<file path="src/rtl/muldiv_iter_unit.sv">
`default_nettype none
// ============================================================================
//  Module      : muldiv_iter_unit
//  Description : Iterative HI/LO multiply/divide unit (MULT/DIV/MADD/MSUB,
//                signed and unsigned). Radix-2 shift-add multiply and
//                restoring divide, one bit per cycle, start/busy/done handshake.
//  Revision    : 1.0 - initial release
// ============================================================================
module muldiv_iter_unit #(
    parameter int WIDTH = 32
) (
    input  logic             clk,
    input  logic             reset,
    input  logic             start,
    input  logic [2:0]       funct,
    input  logic             clear,
    input  logic             hold_result,
    input  logic [WIDTH-1:0] a,
    input  logic [WIDTH-1:0] b,
    input  logic [WIDTH-1:0] hi_in,
    input  logic [WIDTH-1:0] lo_in,
    output logic [WIDTH-1:0] hi_out,
    output logic [WIDTH-1:0] lo_out,
    output logic             busy,
    output logic             done,
    output logic             write_hi_lo
);

    localparam int              c_CW   = (WIDTH > 1) ? $clog2(WIDTH) : 1;
    localparam logic [c_CW-1:0] c_LAST = c_CW'(WIDTH - 1);

    localparam logic [1:0] c_IDLE = 2'd0;
    localparam logic [1:0] c_ITER = 2'd1;
    localparam logic [1:0] c_FIX  = 2'd2;
    localparam logic [1:0] c_DONE = 2'd3;

    logic [1:0]       r_state;
    logic [c_CW-1:0]  r_cnt;
    logic [2:0]       r_op;
    logic             r_neg;
    logic             r_neg_rem;
    logic             r_b_zero;
    logic [WIDTH-1:0] r_hi;
    logic [WIDTH-1:0] r_lo;
    logic [WIDTH-1:0] r_b;
    logic [WIDTH-1:0] r_acc_hi;
    logic [WIDTH-1:0] r_acc_lo;
    logic [WIDTH-1:0] r_hi_out;
    logic [WIDTH-1:0] r_lo_out;
    logic             r_busy;
    logic             r_done;
    logic             r_wr;

    // Operation decode: funct[0]=unsigned, 2/3 divide, 4..7 accumulate, 6/7 subtract
    logic w_signed, w_sign_a, w_sign_b;
    logic [WIDTH-1:0] w_mag_a, w_mag_b;
    logic w_is_div, w_is_acc, w_is_sub;
    logic w_accept;

    assign w_signed = ~funct[0];
    assign w_sign_a = w_signed & a[WIDTH-1];
    assign w_sign_b = w_signed & b[WIDTH-1];
    assign w_mag_a  = w_sign_a ? -a : a;
    assign w_mag_b  = w_sign_b ? -b : b;

    assign w_is_div = (r_op[2:1] == 2'b01);
    assign w_is_acc = r_op[2];
    assign w_is_sub = r_op[1];

    // A new operation is taken from IDLE, or straight out of DONE when not parked
    assign w_accept = start && !clear &&
                      ((r_state == c_IDLE) || ((r_state == c_DONE) && !hold_result));

    // Multiply step: multiplier shifts out of r_lo, partial product grows in r_hi
    logic [WIDTH:0]   w_mul_sum;
    logic [WIDTH-1:0] w_mul_hi, w_mul_lo;

    assign w_mul_sum = {1'b0, r_hi} + (r_lo[0] ? {1'b0, r_b} : {(WIDTH+1){1'b0}});
    assign w_mul_hi  = w_mul_sum[WIDTH:1];
    assign w_mul_lo  = {w_mul_sum[0], r_lo[WIDTH-1:1]};

    // Restoring divide step: dividend shifts out of r_lo into the remainder,
    // quotient bits shift into r_lo from the bottom
    logic [WIDTH:0]   w_shift;
    logic             w_ge;
    logic [WIDTH-1:0] w_diff, w_div_hi, w_div_lo;

    assign w_shift  = {r_hi, r_lo[WIDTH-1]};
    assign w_ge     = (w_shift >= {1'b0, r_b});
    assign w_diff   = w_shift[WIDTH-1:0] - r_b;
    assign w_div_hi = w_ge ? w_diff : w_shift[WIDTH-1:0];
    assign w_div_lo = {r_lo[WIDTH-2:0], w_ge};

    // Sign correction and accumulation (all sums wrap modulo 2^(2*WIDTH))
    logic [2*WIDTH-1:0] w_prod, w_prod_s, w_acc, w_mac, w_mul_res;
    logic [WIDTH-1:0]   w_quo, w_rem;
    logic [WIDTH-1:0]   w_res_hi, w_res_lo;

    assign w_prod    = {r_hi, r_lo};
    assign w_prod_s  = r_neg ? -w_prod : w_prod;
    assign w_acc     = {r_acc_hi, r_acc_lo};
    assign w_mac     = w_is_sub ? (w_acc - w_prod_s) : (w_acc + w_prod_s);
    assign w_mul_res = w_is_acc ? w_mac : w_prod_s;

    // Divide by zero yields an all-ones quotient regardless of signs; the
    // remainder naturally equals the dividend in that case
    assign w_quo = r_b_zero ? {WIDTH{1'b1}} : (r_neg ? -r_lo : r_lo);
    assign w_rem = r_neg_rem ? -r_hi : r_hi;

    assign w_res_hi = w_is_div ? w_rem : w_mul_res[2*WIDTH-1:WIDTH];
    assign w_res_lo = w_is_div ? w_quo : w_mul_res[WIDTH-1:0];

    // Datapath registers
    always_ff @(posedge clk) begin
        if (reset) begin
            r_op      <= 3'd0;
            r_neg     <= 1'b0;
            r_neg_rem <= 1'b0;
            r_b_zero  <= 1'b0;
            r_hi      <= '0;
            r_lo      <= '0;
            r_b       <= '0;
            r_acc_hi  <= '0;
            r_acc_lo  <= '0;
            r_cnt     <= '0;
        end else if (w_accept) begin
            r_op      <= funct;
            r_neg     <= w_sign_a ^ w_sign_b;
            r_neg_rem <= w_sign_a;
            r_b_zero  <= (b == '0);
            r_hi      <= '0;
            r_lo      <= w_mag_a;
            r_b       <= w_mag_b;
            r_acc_hi  <= hi_in;
            r_acc_lo  <= lo_in;
            r_cnt     <= '0;
        end else if (r_state == c_ITER) begin
            r_hi  <= w_is_div ? w_div_hi : w_mul_hi;
            r_lo  <= w_is_div ? w_div_lo : w_mul_lo;
            r_cnt <= r_cnt + 1'b1;
        end
    end

    // Control FSM with registered handshake outputs
    always_ff @(posedge clk) begin
        if (reset) begin
            r_state  <= c_IDLE;
            r_hi_out <= '0;
            r_lo_out <= '0;
            r_busy   <= 1'b0;
            r_done   <= 1'b0;
            r_wr     <= 1'b0;
        end else begin
            case (r_state)
                c_IDLE: begin
                    r_wr <= 1'b0;
                    if (w_accept) begin
                        r_state <= c_ITER;
                        r_busy  <= 1'b1;
                    end
                end
                c_ITER: begin
                    if (clear) begin
                        r_state <= c_IDLE;
                        r_busy  <= 1'b0;
                    end else if (r_cnt == c_LAST) begin
                        r_state <= c_FIX;
                    end
                end
                c_FIX: begin
                    r_busy <= 1'b0;
                    if (clear) begin
                        r_state <= c_IDLE;
                    end else begin
                        r_state  <= c_DONE;
                        r_hi_out <= w_res_hi;
                        r_lo_out <= w_res_lo;
                        r_done   <= 1'b1;
                        r_wr     <= 1'b1;
                    end
                end
                c_DONE: begin
                    r_wr <= 1'b0;
                    if (w_accept) begin
                        r_state <= c_ITER;
                        r_busy  <= 1'b1;
                        r_done  <= 1'b0;
                    end else if (clear || !hold_result) begin
                        r_state <= c_IDLE;
                        r_done  <= 1'b0;
                    end
                end
                default: begin
                    r_state <= c_IDLE;
                    r_busy  <= 1'b0;
                    r_done  <= 1'b0;
                    r_wr    <= 1'b0;
                end
            endcase
        end
    end

    assign hi_out      = r_hi_out;
    assign lo_out      = r_lo_out;
    assign busy        = r_busy;
    assign done        = r_done;
    assign write_hi_lo = r_wr;

endmodule
`default_nettype wire

</file>
<file path="config.mk">
export PLATFORM = sky130hd
export DESIGN_NAME = muldiv_iter_unit
export DESIGN_NICKNAME = d
export VERILOG_FILES = /design/src/rtl/muldiv_iter_unit.sv
export SDC_FILE = /design/constraint.sdc
export NUM_CORES = 1
export LEC_CHECK = 0
export ABC_AREA = 0
export CAP_MARGIN = 20
export CORE_MARGIN = 5
export CORE_UTILIZATION = 54
export DETAILED_ROUTE_END_ITERATION = 8
export HOLD_SLACK_MARGIN = 0.1
export PLACE_DENSITY = 0.78
export REMOVE_ABC_BUFFERS = 1
export SYNTH_ARGS = -nofsm -noshare
export SYNTH_HDL_FRONTEND = slang
export SYNTH_SLANG_ARGS = --single-unit
</file>
<file path="constraint.sdc">
create_clock -name clk -period 6.05 [get_ports clk]
set_input_delay 1.815 -clock clk [delete_from_list [all_inputs] [get_ports clk]]
set_output_delay 1.815 -clock clk [all_outputs]
set_load 0.01 [all_outputs]
</file>
==> results.ini <==
[run_status]
status=complete, no violations

[place]
dpl-instance-area_um2=25400
gp_congestion=0.961
hpwl_mm=56.7
io_buffers=202
dp.cells=3801

[clock_tree]
cts_buffer_depth=3
htree_num_levels=1
numCtsBuffers=29
root_buffer=clkbuf_16
clk_pin_slew_ns=0.06
clock_latency_ns=0.59
clock_sinks=239
cts_tree=done
postCtsHoldBufs=0

[yosys]
synth.area.top_cells=dfxtp_1, a21oi_1, ha_1
yosysSeqAreaShare=0.210
ys_ff_latch=239
yosys-top-cells-count=nand2_1, nor2_1, a21oi_1
synth.most_common_cell=nand2_1
avgSynthCellArea_um2=7.17
async_flop_share=0
synth_edf_count=0
synth_top_area_share=0.210
yosysWarnings=0
synth_flop_cell=dfxtp_1
netlist_instances=3175
syn_area_um2=22800
yosysUniqueCellTypes=100
yosysTopAreaCell=dfxtp_1

[layout]
area_growth_syn_to_layout_pct=16.8
drive_gt1_frac=0.0864
stdcell_count=3861
fin_nets=3579
final_cell_area_um2=26600
fillCellCount=3825
num_antenna_cells=0
seqCellArea_um2=4790
multi_input_area_um2=16900

[routing]
final_antenna_net_count=0
drt_iter0_markers=2512
via_per_inst=6.26
wl_per_cell_um=19.6
firstDrtPassIters=6
vias=24200
drc_errors=0
drt_wl_total_mm=75.6

[critical_path]
path_class=reg -> reg
cp.arrival_ns=6.19
cp-end-kind=flop
cp_max_fo=11
cp-startpoint=r_lo[3]
start_kind=flop
required_ns=6.48
r2r-start=r_lo[3]

[power_and_ir_drop]
peakVddDrop_uv=235
leakagePower_nw=10.3
power-per-cell-area_nw_per_um2=283

[min_path]
min_from=lo_out[11]
min_path_type=reg -> reg

[floorplan]
num_rows=75
die_w_um=215
pin_count=203
core-area_um2=41900
die-area_um2=46400
die_h_um=215
start_util=0.544

[sta]
slew_headroom=0.300
setup_viol=0
final_hold_viol_count=0
holdWs_ns=0.455
worst_pin_slew_ns=1.05
max_freq_ghz=0.174
drv_slew=0
skew_ns=0.0208
period_share=0.953
setup_tns_ns=0
min_period_ns=5.76

[job]
maxCapViolations=0

[global_routing]
antenna_found_initial=0
grt_overflow=0
grt_pass1_wl_mm=121
grt_max_degree=102
grt_pass1_vias=23000
grt_usage=0.307

## flip-flops by register name (all words and copies together) (netlist names), 2 cells and up
register	count
r_cnt	5
lo_out	32
r_lo	32
r_op	2
r_hi	32
r_acc_hi	32
r_state	2
r_b	32
r_acc_lo	32
hi_out	32
## cell type report
type | count | area share
clock buffers | 36 | 0.0305
clock inverters | 14 | 0.00409
inverters | 88 | 0.0124
multi-input cells | 2623 | 0.637
flip-flops and latches | 239 | 0.180
well taps | 539 | 0.0254
repair buffers | 322 | 0.111
## routing by layer
layer / vias to the layer above / wire, um / global-route usage
met5: - / 0 / 0
met3: 141 / 6690 / 0.0478
li1: 11700 / - / -
met2: 1080 / 33600 / 0.492
met1: 11300 / 33400 / 0.434
met4: 0 / 1840 / 0.0789
## worst max-delay path: stages, from the launching register on
cell and delay (ns):
dfxtp_1 0.44, or4b_4 0.62, a2111oi_0 0.40, a21oi_1 0.10, o32ai_2 0.22, o2111a_1 0.41, nor2_1 0.09, xor2_1 0.16
ha_1 0.39, nand4_1 0.19, a211o_1 0.26, a21oi_1 0.32, o221ai_1 0.38, a211oi_1 0.48, o21ai_0 0.25, a21oi_1 0.27
o21ai_0 0.15, xnor2_1 0.14, a221oi_1 0.26, nor2_1 0.07
## power breakdown
part / internal (mW) / switching (mW) / total (mW)
clock network: 0.984 / 0.736 / 1.72
registers: 1.70 / 0.220 / 1.92
logic: 1.54 / 2.35 / 3.89
## placed cells by master (no fill, tap or decap), drive strengths merged, types with 9 or more instances in the layout
master	count
mux2i	19
nand3	58
a311oi	34
ha	137
xor2	170
inv	88
a31oi	38
dfxtp	239
clkinv	9
nor2	360
nor4	24
o21a	23
o21ai	159
a221oi	27
clkdlybuf4s50	201
nand3b	12
a41oi	9
o31ai	39
a21o	71
o21bai	17
or4	20
mux2	12
a21oi	356
and3	24
buf	121
clkbuf	36
a211oi	78
and2	17
nor2b	28
or2	12
o41ai	27
a2111oi	12
xnor2	141
nand4	35
nand2b	29
nand2	390
nor3	88
o211ai	21
or3	32
## what timing repair did
action / in CTS / in global routing
setup buffers: 0 / 9
hold endpoints to repair: 0 / 0
setup endpoints to repair: 0 / 20
gates resized for setup: 0 / 35
## logic make-up after synthesis
kind of cell | Yosys count | synth area share
adder cells (fa/ha/maj) | 140 | 0.0779
AND/OR/NAND/NOR | 1156 | 0.241
AO/OA/AOI/OAI | 985 | 0.281
XOR/XNOR | 311 | 0.120
flip-flops | 239 | 0.210
multiplexers | 31 | 0.0143
buffers and inverters | 313 | 0.0558
## final timing paths
check	to	slack, ns	depth (start not counted)
worst max register to register	hi_out[3]	0.29	19
worst min register to register	lo_out[11]	0.46	2
worst min-delay path	lo_out[11]	0.46	2
worst max-delay path	hi_out[3]	0.29	19
## metrics by stage
| stage | util | setup slack (ns) | total power, mW |
|---|---|---|---|
| after global routing | 0.636 | -0.0733 | 7.99 |
| after CTS | 0.630 | 0.0370 | 7.39 |
| after global placement | 0.608 | 0.349 | 5.58 |
| after detailed placement | 0.608 | 0.0590 | 5.66 |
| after floorplan | - | -4.45 | 4.55 |
| final | 0.636 | 0.287 | 7.52 |
(Power assumes the default switching activity.)
